`config.mk`:
```
export PLATFORM = sky130hd
export DESIGN_NAME = pipe_skid_stage
export DESIGN_NICKNAME = d
export VERILOG_FILES = /design/src/rtl/pipe_skid_stage.sv
export SDC_FILE = /design/constraint.sdc
export NUM_CORES = 1
export LEC_CHECK = 0
export ABC_AREA = 1
export CORE_UTILIZATION = 55
export DETAILED_ROUTE_END_ITERATION = 8
export PLACE_DENSITY = 0.86
export SETUP_SLACK_MARGIN = 0.02
export SLEW_MARGIN = 20
export SYNTH_ARGS = -nofsm -noshare
export SYNTH_HDL_FRONTEND = slang
export SYNTH_SLANG_ARGS = --single-unit
```
`constraint.sdc`:
```
create_clock -name clk -period 10.1 [get_ports clk]
set_input_delay 2.525 -clock clk [delete_from_list [all_inputs] [get_ports clk]]
set_output_delay 2.525 -clock clk [all_outputs]
set_load 0.02 [all_outputs]
```
`src/rtl/pipe_skid_stage.sv`:
```
// ---------------------------------------------------------------------------
// pipe_skid_stage
//
// One pipeline register stage that carries an instruction/PC pair. It holds
// up to two entries: "main" drives the outputs, and "skid" catches the one
// entry that can still arrive after downstream stalls. Because of the skid
// entry, in_ready comes straight from a flop and never from out_ready.
//
// Handshake: a transfer happens on a rising clk edge where valid && ready are
// both high on that side. A producer holds its payload until it is accepted.
// The stage never withdraws out_valid or changes out_instr/out_pc while it is
// stalled. The only exceptions are flush and reset.
//
// Ports
//   clk          clock; all state changes on the rising edge
//   reset        asynchronous, active-high reset
//   in_valid     upstream entry valid
//   in_ready     stage can accept an entry this cycle (= !skid_valid)
//   in_instr     upstream instruction
//   in_pc        upstream PC
//   flush        discard both held entries and ignore this cycle's input
//   out_valid    downstream entry valid (= main_valid)
//   out_ready    downstream accepts the entry
//   out_instr    main instruction, or BUBBLE_INSTR when empty
//   out_pc       main PC, or 0 when empty
//   out_noflush  copy of out_valid, kept for the decode stage
//   occupancy    number of held entries, 0..2
// ---------------------------------------------------------------------------
module pipe_skid_stage #(
  parameter int                 INSTR_W      = 32,
  parameter int                 PC_W         = 32,
  parameter logic [INSTR_W-1:0] BUBBLE_INSTR = 32'h0000_0013
) (
  input  logic               clk,
  input  logic               reset,
  input  logic               in_valid,
  output logic               in_ready,
  input  logic [INSTR_W-1:0] in_instr,
  input  logic [PC_W-1:0]    in_pc,
  input  logic               flush,
  output logic               out_valid,
  input  logic               out_ready,
  output logic [INSTR_W-1:0] out_instr,
  output logic [PC_W-1:0]    out_pc,
  output logic               out_noflush,
  output logic [1:0]         occupancy
);

  logic               main_valid, main_valid_d;
  logic [INSTR_W-1:0] main_instr, main_instr_d;
  logic [PC_W-1:0]    main_pc, main_pc_d;
  logic               skid_valid, skid_valid_d;
  logic [INSTR_W-1:0] skid_instr, skid_instr_d;
  logic [PC_W-1:0]    skid_pc, skid_pc_d;

  logic accept;
  logic deliver;

  // in_ready depends only on the skid flop, so out_ready cannot ripple
  // upstream through this stage.
  assign in_ready = !skid_valid;
  assign accept   = in_valid && in_ready;
  assign deliver  = main_valid && out_ready;

  // Next-state selection. Flush wins over everything. When skid holds an
  // entry, in_ready is low, so no new entry can arrive that cycle. The only
  // possible move is skid -> main on delivery.
  always_comb begin
    main_valid_d = main_valid;
    main_instr_d = main_instr;
    main_pc_d    = main_pc;
    skid_valid_d = skid_valid;
    skid_instr_d = skid_instr;
    skid_pc_d    = skid_pc;

    if (flush) begin
      main_valid_d = 1'b0;
      skid_valid_d = 1'b0;
    end else if (skid_valid) begin
      if (deliver) begin
        main_instr_d = skid_instr;
        main_pc_d    = skid_pc;
        skid_valid_d = 1'b0;
      end
    end else if (accept) begin
      if (!main_valid || deliver) begin
        main_valid_d = 1'b1;
        main_instr_d = in_instr;
        main_pc_d    = in_pc;
      end else begin
        // main is stalled; park the arriving entry in skid
        skid_valid_d = 1'b1;
        skid_instr_d = in_instr;
        skid_pc_d    = in_pc;
      end
    end else if (deliver) begin
      main_valid_d = 1'b0;
    end
  end

  always_ff @(posedge clk or posedge reset) begin
    if (reset) begin
      main_valid <= 1'b0;
      main_instr <= BUBBLE_INSTR;
      main_pc    <= '0;
      skid_valid <= 1'b0;
      skid_instr <= BUBBLE_INSTR;
      skid_pc    <= '0;
    end else begin
      main_valid <= main_valid_d;
      main_instr <= main_instr_d;
      main_pc    <= main_pc_d;
      skid_valid <= skid_valid_d;
      skid_instr <= skid_instr_d;
      skid_pc    <= skid_pc_d;
    end
  end

  // An empty stage presents a NOP bubble and PC 0. It does not expose stale data.
  assign out_valid   = main_valid;
  assign out_noflush = main_valid;
  assign out_instr   = main_valid ? main_instr : BUBBLE_INSTR;
  assign out_pc      = main_valid ? main_pc : '0;
  assign occupancy   = {1'b0, main_valid} + {1'b0, skid_valid};

endmodule

```
==> results.toml, run 1 <==
[timing]
slew_headroom_pct = 31.4
timing.fmax_ghz = 0.191
timing.hold.ws_ns = 0.460
hold_viol = 0
setup_viol = 0
clock_skew_ns = 0.00665
rsz0062_at_grt = "false"
tns_ns = 0
drv_slew = 0
timing.final.crit_share_pct = 51.9
worstMarginPinSlew_ns = 1.03
fin_crit_ns = 5.24

[worst_setup_path]
critPathMaxStageDelay_ns = 0.77
critPathMaxFanout = 106
slowest_stage = "buf_4"
reg2reg_from = "out_noflush"
cp_data_required_time_ns = 7.58
critPathKind = "reg -> out"
endpoint = "occupancy[0]"
end_kind = "primary output"
regToRegSetupSlack_ns = 7.20
path_cells = "buf_4 -> ha_1 -> clkdlybuf4s50_1"
crit_start = "skid_valid"
cp_data_arrival_time_ns = 2.72
start_kind = "register"
r2r_cells = 6
cp_top_family = "buffers and inverters"
cp_num_cells = 3
critical_path_buf_inv_count = 2
reg2reg_to = "main_instr[21]"

[power_and_ir_drop]
p_seq_share_pct = 44.5
internal_power_mw = 1.14
p_per_area_mw_per_mm2 = 192
switching_share_pct = 28.3
p_sw_uw = 449
leakagePower_nw = 4.39
clkPwrFrac_pct = 37.2
fin_total_pwr_mw = 1.59
max-vdd-ir-drop_v = 0.000129
pwr-share-comb_pct = 18.3

[floorplan]
die-width_um = 110
initial_core_util_pct = 56.4
ios = 138
rows = 39
core_mm2 = 0.0114
die_h_um = 110
die_area_mm2 = 0.0121

[clock_network]
cts_max_level = 4
cts_buffer_depth = 2
insertion_delay_ns = 0.41
clock_sinks = 130
cts_hold_buf = 0
cts.clk_slew.worst_paths_ns = 0.05
post_cts_resized = 0
ctsRootBufferMaster = "clkbuf_16"
cts_made_buffers = 17
cts_tree = "built"
post_cts_buffers = 0

[placement]
gp_congestion = 0.743
portBuffers = 137
post-place-cells = 1073
hpwl_um = 8620

[yosys]
synth_fa_ha_area_share_pct = 0.195
ys_seq_area_share_pct = 50.9
postSynthAreaPerCell_um2 = 7.59
ys_types = 20
ys_seq_elements = 130
synth-compound-area-share_pct = 10.2
synth_warnings = 0
synthMuxAreaShare_pct = 0
synthCells = 844
syn_area_mm2 = 0.00641
synth_top_family_by_area = "simple AND/OR/NAND/NOR gates"
synth_fp_nets = 914
synthSimpleGateAreaFrac_pct = 26.0
yosys.area_share.xor_xnor_pct = 0

[cells_and_area]
antenna_cells = 0
area_delta_synth_final_pct = 28.8
mostFrequentLayoutCell = "nand2_1"
final_nets = 1019
layout_common_cells = "321 x nand2_1, 137 x clkdlybuf4s50_1, 130 x inv_1"
finalNonFillerCells = 1105
drive_gt1_share_pct = 6.55
final_core_util_pct = 72.6

[global_routing]
grt_busiest_layer = "met2"
overflow = 0
use_met1_pct = 33.8
grt_antenna_before_repair = 0
grtUsageMet3_pct = 4.86
use_met2_pct = 41.6
grt_max_degree = 109
grt_pass1_vias = 5076
grt_usage_pct = 25.2
grt_pass1_wl_um = 23600

[drt]
ant_nets = 0
via_per_inst = 5.03
first_pass_iters = 5
drc_errors = 0
drt-total-wl_um = 14300
wl_per_cell_um = 12.9
drt_iter0_drc = 336
dr_total_vias = 5554

[worst_hold_path]
hp-class = "reg -> reg"

[run_status]
outcome = "completed"

[flow_run]
drv_cap = 0
[through the flow]
step / setup slack, ns / cell area, µm²
detailed placement: 5.15 / 7690
CTS: 4.84 / 8260
finish: 4.86 / 8260
global placement: 5.17 / 7690
global route: 4.68 / 8260
floorplan: 4.12 / 6410
[tightest hold or removal path, cell delays in order (launching register included)]
cell     delay (ns)
dfstp_2        0.36
nand2_1        0.05
nand2_1        0.04
[flip-flops by register name, indices dropped and copies added, names as in the netlist]
| signal | cells |
|---|---|
| out_noflush | 1 |
| skid_valid | 1 |
| main_instr | 32 |
| skid_pc | 32 |
| main_pc | 32 |
| skid_instr | 32 |
[cells in the mapped netlist (all sizes together)]
cell type	count	area share, %
buf	50	4.7
nand2	324	19
ha	1	0.20
dfstp	6	2.5
clkbuf	6	0.35
inv	132	7.7
o21ai	128	10
dfrtp	124	48
nand3	67	6.2
or2	3	0.29
a21oi	2	0.16
nor2	1	0.31
[layer usage]
metal	part of all wire, %	wire (µm)
met1	44	6310
met2	49	6960
met3	5.6	802
met4	1.3	187
met5	0	0
[worst min-delay path by stage]
stage                             start             to  slack, ns  cells after the start
final                     main_instr[1]  main_instr[1]       0.46                      2
after global routing      main_instr[7]  main_instr[7]       0.48                      2
after CTS                 main_instr[1]  main_instr[1]       0.46                      2
after detailed placement  main_instr[1]  main_instr[1]       0.45                      2
after global placement    main_instr[4]  main_instr[4]       0.45                      2
after floorplan           main_instr[0]  main_instr[0]       0.44                      2
[cell type report]
cell class | count | area [µm²]
Timing Repair Buffer | 142 | 1410
Fill cell | 875 | 3110
Clock inverter | 11 | 115
Clock buffer | 21 | 450
Inverter | 132 | 500
Tap cell | 143 | 179
Sequential cell | 130 | 3270
Multi-Input combinational cell | 526 | 2340
[power by group through the flow]
stage	clock (mW)	combinational, mW	sequential, mW
CTS	0.594	0.295	0.704
detailed placement	0	0.293	0.710
global placement	0	0.282	0.705
global route	0.620	0.332	0.719
floorplan	0	0.200	0.693
finish	0.590	0.291	0.705
[logic make-up after synthesis]
kind of cell    count (synthesis)
buf+inv                       188
compound gates                130
fa+ha+maj                       1
simple gates                  395
flops                         130
Power figures use the tool's default switching activity.
==> run 2, diff against run 1 <==
--- a/config.mk
+++ b/config.mk
@@ -6,9 +6,9 @@
 export NUM_CORES = 1
 export LEC_CHECK = 0
 export ABC_AREA = 1
-export CORE_UTILIZATION = 55
+export CORE_UTILIZATION = 46
 export DETAILED_ROUTE_END_ITERATION = 8
-export PLACE_DENSITY = 0.86
+export PLACE_DENSITY = 0.76
 export SETUP_SLACK_MARGIN = 0.02
 export SLEW_MARGIN = 20
 export SYNTH_ARGS = -nofsm -noshare
==> constraint.sdc (replaced) <==
create_clock -name clk -period 4.8 [get_ports clk]
set_input_delay 1.2 -clock clk [delete_from_list [all_inputs] [get_ports clk]]
set_output_delay 1.2 -clock clk [all_outputs]
set_load 0.02 [all_outputs]
==> run 2 against run 1 <==
Net effect: global-route usage down 3.5 points; sequential share of layout area fell by 0.27 points; power is 110% higher; register-to-register slack got worse by 5.6 ns; count of clock-buffer cells in the layout rose by 7; worst hold slack about the same; wire length up 1.1%.
==> results.toml, run 2 (same netlist as run 1, synthesis figures left out) <==
[run_status]
outcome = "completed"

[drt]
wl_per_cell_um = 12.7
drc_errors = 0
ant_nets = 0
dr_total_vias = 5434
via_per_inst = 4.77
drt_iter0_drc = 447
drt-total-wl_um = 14400
first_pass_iters = 5

[timing]
slew_headroom_pct = 45.0
fin_crit_ns = 3.69
clock_skew_ns = 0.00493
timing.final.crit_share_pct = 76.9
worstMarginPinSlew_ns = 0.824
drv_slew = 0
tns_ns = 0
hold_viol = 0
setup_viol = 0
rsz0062_at_grt = "false"
timing.fmax_ghz = 0.271

[power_and_ir_drop]
clkPwrFrac_pct = 36.6
p_sw_uw = 913
max-vdd-ir-drop_v = 0.000215
pwr-share-comb_pct = 18.2
leakagePower_nw = 4.42
p_per_area_mw_per_mm2 = 397
internal_power_mw = 2.39
p_seq_share_pct = 45.2
switching_share_pct = 27.7

[cells_and_area]
mostFrequentLayoutCell = "nand2_1"
finalNonFillerCells = 1140
layout.area.seq_mm2 = 0.00327
antenna_cells = 0
layout_common_cells = "321 x nand2_1, 137 x clkdlybuf4s50_1, 130 x inv_1"
nFillCells = 1204
final_nets = 1021
multi_input_area_mm2 = 0.00234
area_delta_synth_final_pct = 29.7
drive_gt1_share_pct = 6.74

[floorplan]
initial_core_util_pct = 47.8
ios = 138
rows = 42
die-width_um = 120
die_h_um = 120
core_mm2 = 0.0134
die_area_mm2 = 0.0144

[clock_network]
cts_buffer_depth = 2
post_cts_buffers = 0
insertion_delay_ns = 0.40
post_cts_resized = 0
cts_tree = "built"
clock_sinks = 130
cts_max_level = 4
cts.clk_slew.worst_paths_ns = 0.05
ctsRootBufferMaster = "clkbuf_16"
cts_made_buffers = 17
cts_hold_buf = 0

[worst_setup_path]
cp_data_arrival_time_ns = 2.49
start_kind = "register"
end_kind = "primary output"
cp_data_required_time_ns = 3.60
critPathMaxFanout = 46
critPathKind = "reg -> out"

[flow_run]
drv_cap = 0

[global_routing]
grt_pass1_wl_um = 24700
grt_antenna_before_repair = 0
grt_pass1_vias = 5171
grt_max_degree = 89
overflow = 0
grt_usage_pct = 21.7

[placement]
portBuffers = 137
hpwl_um = 9060
gp_congestion = 0.811
post-place-cells = 1108

[worst_hold_path]
hp-class = "reg -> reg"
-- run 2: cell count changes in the layout (fill, tap and decap cells not counted) --
cell,delta
clkinvlp_4,-4
bufinv_16,-2
buf_4,+2
clkinv_2,-1
clkbuf_8,+7
-- run 2: area by class of cell --
class                   count  share of cell area [%]
flip-flops and latches    130                    39.3
multi-input cells         526                    28.1
repair buffers            144                    17.1
clock buffers              28                    6.58
inverters                 132                    6.02
well taps                 176                    2.65
clock inverters             4                   0.241
-- run 2: worst paths after layout --
kind,slack [ns],startpoint,cells past startpoint,end
worst max-delay path,1.11,out_noflush,4,out_instr[23]
min in group asynchronous,1.27,reset,2,main_pc[11]
worst min-delay path,0.46,main_instr[4],2,main_instr[4]
worst max register to register,1.64,out_noflush,6,main_instr[3]
worst min register to register,0.46,main_instr[4],2,main_instr[4]
max in group asynchronous,2.66,reset,3,skid_instr[4]
-- run 2: routing by layer --
metal  global-route usage [%]  up-vias  routed length [µm]
met5                        0        -                   0
met4                     8.05        0                 238
met3                     3.71       18                 589
met2                     35.8      140                6960
met1                     28.6     2490                6640
li1                         -     2786                   -
-- run 2: worst max-delay path: stages (launching register included) --
cell	delay (ns)
dfrtp_2	0.90
buf_4	0.41
nand2_1	0.11
inv_1	0.07
clkdlybuf4s50_1	0.59
-- run 2: through the flow --
stage	hold slack [ns]	area, µm²	power, mW	util (%)	setup slack [ns]
finish	0.459	8320	3.30	62.1	1.11
detailed placement	0.454	7750	2.11	57.8	1.16
CTS	0.461	8320	3.32	62.1	1.05
global placement	0.452	7750	2.09	57.8	1.22
global route	0.479	8320	3.48	62.1	0.907
floorplan	0.440	6410	1.88	-	0.141
-- run 2: power groups by stage --
stage / clock [mW] / sequential, mW / combinational, mW
2_1_floorplan: 0 / 1.46 / 0.420
3_3_place_gp: 0 / 1.50 / 0.588
3_5_place_dp: 0 / 1.50 / 0.609
4_1_cts: 1.22 / 1.49 / 0.611
5_1_grt: 1.27 / 1.52 / 0.689
6_report: 1.21 / 1.49 / 0.602
==> run 3, diff against run 2 <==
==> constraint.sdc (replaced) <==
create_clock -name clk -period 3.2 [get_ports clk]
set_input_delay 0.8 -clock clk [delete_from_list [all_inputs] [get_ports clk]]
set_output_delay 0.8 -clock clk [all_outputs]
set_load 0.02 [all_outputs]
==> run 3 against run 2 <==
Net effect: first-iteration DRC count increased by 3.4%; final area increased by 0.33%; sequential cell count unchanged; clock power increased by 45%; largest power group unchanged.
==> results.toml, run 3 (same netlist as run 1, synthesis figures left out) <==
[clock_network]
cts_buffer_depth = 2
cts.clk_slew.worst_paths_ns = 0.05
cts_tree = "built"
cts_hold_buf = 0
cts_max_level = 4
clock_sinks = 130
insertion_delay_ns = 0.42
cts_made_buffers = 17
post_cts_buffers = 0
post_cts_resized = 0
ctsRootBufferMaster = "clkbuf_16"

[drt]
first_pass_iters = 5
wl_per_cell_um = 12.6
via_per_inst = 4.77
drt-total-wl_um = 14400
drt_iter0_drc = 462
drc_errors = 0
dr_total_vias = 5452
ant_nets = 0

[timing]
timing.hold.ws_ns = 0.459
timing.final.crit_share_pct = 95.1
rsz0062_at_grt = "false"
hold_viol = 0
fin_crit_ns = 3.04
timing.fmax_ghz = 0.328
fin_ws_ns = 0.156
clock_skew_ns = 0.00936
worstMarginPinSlew_ns = 0.871
drv_slew = 0
tns_ns = 0
setup_viol = 0
slew_headroom_pct = 41.9

[floorplan]
ios = 138
die_h_um = 120
core_mm2 = 0.0134
rows = 42
die_area_mm2 = 0.0144
die-width_um = 120
initial_core_util_pct = 47.8

[placement]
hpwl_um = 9340
placed_cell_area_mm2 = 0.00782
post-place-cells = 1112
place_ws_ns = 0.547
portBuffers = 137
gp_congestion = 0.770

[power_and_ir_drop]
max-vdd-ir-drop_v = 0.000314
fin_total_pwr_mw = 4.90
leakagePower_nw = 4.43
p_per_area_mw_per_mm2 = 587

[worst_setup_path]
end_kind = "primary output"
start_kind = "register"
critPathMaxFanout = 26
regToRegSetupSlack_ns = 0.86
cp_data_arrival_time_ns = 2.24
critPathKind = "reg -> out"
r2r_cells = 6
reg2reg_from = "out_noflush"
cp_data_required_time_ns = 2.40
reg2reg_to = "main_pc[29]"

[cells_and_area]
area_delta_synth_final_pct = 30.2
layout.area.seq_mm2 = 0.00327
final_core_util_pct = 62.3
nFillCells = 1191
fin_area_mm2 = 0.00834
layout_common_cells = "321 x nand2_1, 137 x clkdlybuf4s50_1, 130 x inv_1"
final_nets = 1025
mostFrequentLayoutCell = "nand2_1"
antenna_cells = 0
finalNonFillerCells = 1142
multi_input_area_mm2 = 0.00234
drive_gt1_share_pct = 6.83

[worst_hold_path]
hold_end = "main_instr[0]"
hp-start = "main_instr[0]"
hp-class = "reg -> reg"
whs_path_depth = 2

[flow_run]
drv_cap = 0

[run_status]
outcome = "completed"

[global_routing]
grt_usage_pct = 22.1
overflow = 0
grt_max_degree = 105
grt_pass1_vias = 5312
grt_antenna_before_repair = 1
grt_pass1_wl_um = 25200
-- run 3: routing by layer --
layer | vias to the layer above | track usage, % | share of wire [%]
met4 | 0 | 8.75 | 1.6
met5 | - | 0 | 0
li1 | 2791 | - | -
met2 | 131 | 33.9 | 45
met3 | 20 | 5.37 | 6.0
met1 | 2510 | 30.0 | 47
-- run 3: layout make-up --
cell class              instances  share of cell area [%]
inverters                     132                    5.98
clock inverters                 7                   0.720
well taps                     176                    2.64
clock buffers                  23                    5.61
repair buffers                148                    17.9
multi-input cells             526                    28.0
flip-flops and latches        130                    39.1
-- run 3: worst max-delay path by stage --
stage | slack [ns] | depth (start not counted) | startpoint | end
floorplan | 0.80 | 1 | reset | main_instr[10]
global placement | 0.56 | 4 | out_noflush | out_instr[27]
detailed placement | 0.55 | 8 | in_valid | main_pc[29]
CTS | 0.10 | 4 | out_noflush | out_instr[27]
global route | 0.04 | 4 | out_noflush | out_instr[19]
finish | 0.16 | 4 | out_noflush | out_instr[16]
-- run 3: critical path: stages, from the launching register on --
cell and delay, ns:
dfrtp_2 0.66, buf_4 0.38, nand2_1 0.12, inv_1 0.07, clkdlybuf4s50_1 0.59
-- run 3: where the power goes --
part           switching [mW]  internal (mW)  total [mW]
Combinational           0.504          0.416       0.919
Sequential              0.205           2.02        2.23
Clock                   0.665           1.09        1.75
Total                    1.37           3.53        4.90
